--- src/rtl/fb_mem_arbiter.sv ---
// Framebuffer RAM arbiter: display read bursts take priority over single-word draw writes.
// Define FB_ARB_STARVE_GUARD_EN to build the writer starvation guard.
module fb_mem_arbiter #(
    parameter int ADDR_W     = 16,
    parameter int DATA_W     = 16,
    parameter int BURST_LEN  = 8,
    parameter int RD_LAT     = 1,
    parameter int STARVE_MAX = 64
) (
    input  logic              i_clk,
    input  logic              i_rst_n,
    input  logic              i_rd_req,
    input  logic [ADDR_W-1:0] i_rd_addr,
    output logic              o_rd_ack,
    output logic [DATA_W-1:0] o_rd_data,
    output logic              o_rd_valid,
    output logic              o_rd_last,
    input  logic              i_wr_req,
    input  logic [ADDR_W-1:0] i_wr_addr,
    input  logic [DATA_W-1:0] i_wr_data,
    output logic              o_wr_ack,
    output logic              o_mem_en,
    output logic              o_mem_we,
    output logic [ADDR_W-1:0] o_mem_addr,
    output logic [DATA_W-1:0] o_mem_wdata,
    input  logic [DATA_W-1:0] i_mem_rdata,
    output logic              o_busy
);

    // state | meaning
    // IDLE  | arbitrate between display read and draw write
    // RD    | issue one burst read per cycle, BURST_LEN cycles
    // WR    | issue the latched single-word write
    typedef enum logic [1:0] {IDLE, RD, WR} state_t;

    localparam int BEAT_W = (BURST_LEN > 1) ? $clog2(BURST_LEN) : 1;
    localparam logic [BEAT_W-1:0] LAST_BEAT = BEAT_W'(BURST_LEN - 1);

    if (BURST_LEN < 1 || RD_LAT < 1 || STARVE_MAX < 1) begin : g_param_err
        $error("fb_mem_arbiter: BURST_LEN, RD_LAT and STARVE_MAX must be >= 1");
    end

    state_t              r_state;
    state_t              w_next_state;
    logic [BEAT_W-1:0]   r_beat;
    logic [ADDR_W-1:0]   r_base;
    logic                r_rd_ack;
    logic                r_wr_ack;
    logic                r_mem_en;
    logic                r_mem_we;
    logic [ADDR_W-1:0]   r_mem_addr;
    logic [DATA_W-1:0]   r_mem_wdata;
    logic                r_issue_last;
    logic [RD_LAT-1:0]   r_vpipe;
    logic [RD_LAT-1:0]   r_lpipe;
    logic                w_force;

`ifdef FB_ARB_STARVE_GUARD_EN
    localparam int STARVE_W = $clog2(STARVE_MAX + 1);
    logic [STARVE_W-1:0] r_starve;

    always_ff @(posedge i_clk or negedge i_rst_n) begin
        if (!i_rst_n) begin
            r_starve <= '0;
        end else if (r_state == IDLE && w_next_state == WR) begin
            r_starve <= '0;
        end else if (i_wr_req && r_state != WR && r_starve != STARVE_W'(STARVE_MAX)) begin
            r_starve <= r_starve + STARVE_W'(1);
        end
    end

    assign w_force = i_wr_req && (r_starve >= STARVE_W'(STARVE_MAX));
`else
    assign w_force = 1'b0;
`endif

    always_comb begin
        w_next_state = r_state;
        case (r_state)
            IDLE: begin
                if (i_rd_req && !w_force) begin
                    w_next_state = RD;
                end else if (i_wr_req) begin
                    w_next_state = WR;
                end
            end
            RD:      if (r_beat == LAST_BEAT) w_next_state = IDLE;
            WR:      w_next_state = IDLE;
            default: w_next_state = IDLE;
        endcase
    end

    always_ff @(posedge i_clk or negedge i_rst_n) begin
        if (!i_rst_n) begin
            r_state      <= IDLE;
            r_beat       <= '0;
            r_base       <= '0;
            r_rd_ack     <= 1'b0;
            r_wr_ack     <= 1'b0;
            r_mem_en     <= 1'b0;
            r_mem_we     <= 1'b0;
            r_mem_addr   <= '0;
            r_mem_wdata  <= '0;
            r_issue_last <= 1'b0;
        end else begin
            r_state      <= w_next_state;
            r_rd_ack     <= 1'b0;
            r_wr_ack     <= 1'b0;
            r_mem_en     <= 1'b0;
            r_mem_we     <= 1'b0;
            r_issue_last <= 1'b0;
            case (r_state)
                IDLE: begin
                    if (w_next_state == RD) begin
                        r_base   <= i_rd_addr;
                        r_beat   <= '0;
                        r_rd_ack <= 1'b1;
                    end
                end
                RD: begin
                    // base + beat wraps naturally at the ADDR_W boundary
                    r_mem_en     <= 1'b1;
                    r_mem_addr   <= r_base + ADDR_W'(r_beat);
                    r_issue_last <= (r_beat == LAST_BEAT);
                    r_beat       <= r_beat + BEAT_W'(1);
                end
                WR: begin
                    r_mem_en    <= 1'b1;
                    r_mem_we    <= 1'b1;
                    r_mem_addr  <= i_wr_addr;
                    r_mem_wdata <= i_wr_data;
                    r_wr_ack    <= 1'b1;
                end
                default: ;
            endcase
        end
    end

    // Return flags travel alongside the RAM latency, independent of the FSM.
    always_ff @(posedge i_clk or negedge i_rst_n) begin
        if (!i_rst_n) begin
            r_vpipe <= '0;
            r_lpipe <= '0;
        end else begin
            r_vpipe[0] <= r_mem_en & ~r_mem_we;
            r_lpipe[0] <= r_issue_last;
            for (int i = 1; i < RD_LAT; i++) begin
                r_vpipe[i] <= r_vpipe[i-1];
                r_lpipe[i] <= r_lpipe[i-1];
            end
        end
    end

    assign o_rd_ack    = r_rd_ack;
    assign o_wr_ack    = r_wr_ack;
    assign o_mem_en    = r_mem_en;
    assign o_mem_we    = r_mem_we;
    assign o_mem_addr  = r_mem_addr;
    assign o_mem_wdata = r_mem_wdata;
    assign o_rd_valid  = r_vpipe[RD_LAT-1];
    assign o_rd_last   = r_lpipe[RD_LAT-1];
    assign o_rd_data   = r_vpipe[RD_LAT-1] ? i_mem_rdata : '0;
    assign o_busy      = (r_state != IDLE);

endmodule

--- config.mk ---
export PLATFORM = sky130hd
export DESIGN_NAME = fb_mem_arbiter
export DESIGN_NICKNAME = d
export VERILOG_FILES = /design/src/rtl/fb_mem_arbiter.sv
export SDC_FILE = /design/constraint.sdc
export NUM_CORES = 1
export LEC_CHECK = 0
export ABC_AREA = 1
export CORE_ASPECT_RATIO = 0.9
export CORE_MARGIN = 4
export CORE_UTILIZATION = 47
export CTS_CLUSTER_DIAMETER = 60
export DETAILED_ROUTE_END_ITERATION = 12
export HOLD_SLACK_MARGIN = 0.1
export PLACE_DENSITY = 0.91
export SETUP_SLACK_MARGIN = 0.05
export SLEW_MARGIN = 30
export SYNTH_ARGS = -nofsm -noshare
export SYNTH_HDL_FRONTEND = slang
export SYNTH_SLANG_ARGS = --single-unit
--- constraint.sdc ---
create_clock -name i_clk -period 2.4 [get_ports i_clk]
set_input_delay 0.48 -clock i_clk [delete_from_list [all_inputs] [get_ports i_clk]]
set_output_delay 0.48 -clock i_clk [all_outputs]
set_load 0.02 [all_outputs]
==> metrics.csv <==
stage,metric,value,unit
run_status,run_status,"complete, no violations",
place,port_buffers,122,
place,routabilityCongestion,0.841,
clock_network,h-tree-depth,3,
routing,num_vias,3006,
clock_network,root_buffer,clkbuf_8,
synth,syn_nets,479,
power,ir_drop,0.775,mV
synth,syn_inst,402,
synth,synth-seq-cells,59,
global_routing,grt_max_degree,59,
clock_network,cts.sinks,59,
min_path,min_path_type,reg2reg,
power,p_switching,2710,uW
clock_network,clk_pin_slew_worst_paths,70,ps
critical_path,crit_path_start_kind,input port,
clock_network,clock_latency,330,ps
timing,fmax,463,MHz
clock_network,cts_made_buffers,9,
global_routing,grt_use_met3,0.0629,
floorplan,fp.coreArea,6280,um2
power,power_density,1350,nW/um2
power,pwr-share-comb,0.542,
synth,synth_top_cell_by_area,dfrtp_1,
timing,worst-slew-pin-transition,418,ps
routing,via_per_inst,4.90,
floorplan,row_count,27,
final_layout,final_common_cell,nand2_1,
timing,hold_viol,0,
timing,rsz0062_at_grt,false,
routing,drt-pass1-iter-count,4,
timing,whs,359,ps
global_routing,grt_pass1_vias,3061,
critical_path,crit_fanout,1,
critical_path,critPathRequiredTime,1920,ps
routing,drt-wirelength-per-cell,14.0,um
global_routing,met1_usage,0.266,
clock_network,cts_buffer_depth,2,
flow_run,drv_cap,0,
global_routing,grt_pass1_wl,14300,um
clock_network,cts_setup_buffers,0,
clock_network,cts_tree,done,
place,pre_cts_ws,224,ps
final_layout,num-fill-cells,467,
floorplan,io-pin-count,123,
routing,drt_wl_total,8620,um
synth,ys_types,26,
routing,drtIter0Drc,162,
synth,ys_warn_count,0,
global_routing,grtUsageTotal,0.226,
final_layout,mostFrequentLayoutCells,"145 x nand2_1, 120 x clkdlybuf4s50_1, 58 x dfrtp_1, 45 x inv_1, 35 x nor2_1",
synth,ys_top_cells_by_area,"dfrtp_1 47%, nand2_1 17%, inv_1 5.4%",
global_routing,grt_util_met2,0.389,
power,total_power,6180,uW
timing,relSlewSlack,0.721,
final_layout,syn_to_final_growth,47.0,%
synth,syn_avg_cell_area,7.77,um2
global_routing,grt-busiest-layer,met2,
timing,skew,4.99,ps
floorplan,die_area,8020,um2
power,p_clk_frac,0.160,
power,leakage,0.00230,uW
synth,synth_seq_area_share,0.472,
final_layout,fin_nets,600,
place,post-dp-hpwl,6370,um
routing,antenna_left,0,
global_routing,antenna_found_initial,0,
timing,finalSetupTns,0,ps
global_routing,gr-total-overflow,0,
power,power_frac_seq,0.298,
critical_path,critPathKind,in2out,
floorplan,dieHeight,85.4,um
floorplan,start_util,0.497,
power,intPower,3470,uW
timing,period_share,0.900,
power,swShare,0.439,
critical_path,crit_arrival,1680,ps
timing,setup_viol,0,
final_layout,n_antenna_cell,0,
critical_path,end_kind,output port,
routing,route.detailed.drc,0,
final_layout,drive_above_1_share,0.108,
floorplan,fp.dieW,94.0,um
timing,timing.final.ws_setup,239,ps
timing,slew_violations,0,
timing,period_needed,2160,ps
synth,synth_top_area_frac,0.472,
synth,syn-cell-area,3130,um2
## critical path: stages
cell             delay [ps]
clkdlybuf4s50_1         470
nand2_1                  60
inv_1                    70
clkdlybuf4s50_1         600
## metrics by stage
| step | util | std cells | area, um2 |
|---|---|---|---|
| 2_1_floorplan | - | 402 | 3130 |
| 3_3_place_gp | 0.695 | 598 | 4370 |
| 3_5_place_dp | 0.695 | 598 | 4370 |
| 4_1_cts | 0.731 | 614 | 4590 |
| 5_1_grt | 0.731 | 614 | 4590 |
| 6_report | 0.731 | 614 | 4590 |
## registers in the layout, summed over array words and instances, names as in the netlist, 2 cells and up
name	flops
o_mem_wdata	16
r_state	2
o_mem_addr	16
r_beat	3
r_base	16
## layer usage
layer | vias to the layer above | part of all wire
met1 | 1404 | 0.39
met2 | 101 | 0.52
met5 | - | 0
met4 | 0 | 0.028
li1 | 1474 | -
met3 | 27 | 0.057
## cells by family after synthesis
logic type                 synth area share
adders and majority gates            0.0384
AOI/OAI and AO/OA                    0.0805
xor gates and xnor gates            0.00280
DFF                                   0.472
buffers and inverters                0.0989
and+or+nand+nor                       0.307
## synth_stat cells (all sizes together)
cell    instances
buf            10
nand4           3
dfrtp          59
nand2         159
xor2            1
fa              1
nand3          26
a21oi          12
nor2           38
clkbuf          6
inv            49
a22oi           1
ha              8
or2             1
o21ai          27
nand3b          1
## final timing paths
kind | slack [ps] | start | end | cells past startpoint
min in group asynchronous | 470 | i_rst_n | o_rd_ack$_DFF_PN0_ | 2
setup reg to reg | 510 | r_beat[1]$_DFFE_PN0P_ | r_base[5]$_DFFE_PN0P_ | 9
hold / removal | 360 | r_issue_last$_DFF_PN0_ | o_rd_last$_DFF_PN0_ | 0
hold reg to reg | 360 | r_issue_last$_DFF_PN0_ | o_rd_last$_DFF_PN0_ | 0
max in group asynchronous | 1410 | i_rst_n | o_rd_valid$_DFF_PN0_ | 3
setup / recovery | 240 | i_mem_rdata[11] | o_rd_data[11] | 4
## power by group through the flow
stage / Combinational (uW) / Sequential, uW / Clock, uW
after global placement: 3240 / 1820 / 0
after global routing: 3680 / 1920 / 1060
after floorplan: 1830 / 2130 / 0
final: 3350 / 1840 / 986
after CTS: 3400 / 1840 / 1010
after detailed placement: 3360 / 1850 / 0
## what timing repair did
item                                   in CTS  in global routing
endpoints found under the hold margin       1                  0
setup endpoints to repair                   0                 16
hold buffers                                1                  0
resized for setup                           0                  2
## area by class of cell
type                    instances  area [um2]  area share
flip-flops and latches         59        1480       0.322
multi-input cells             278        1340       0.292
repair buffers                126        1260       0.275
inverters                      49         189      0.0411
clock buffers                  10         138      0.0300
well taps                      87         109      0.0237
clock inverters                 5        77.6      0.0169
No activity file was read; power rests on OpenSTA's default activity.
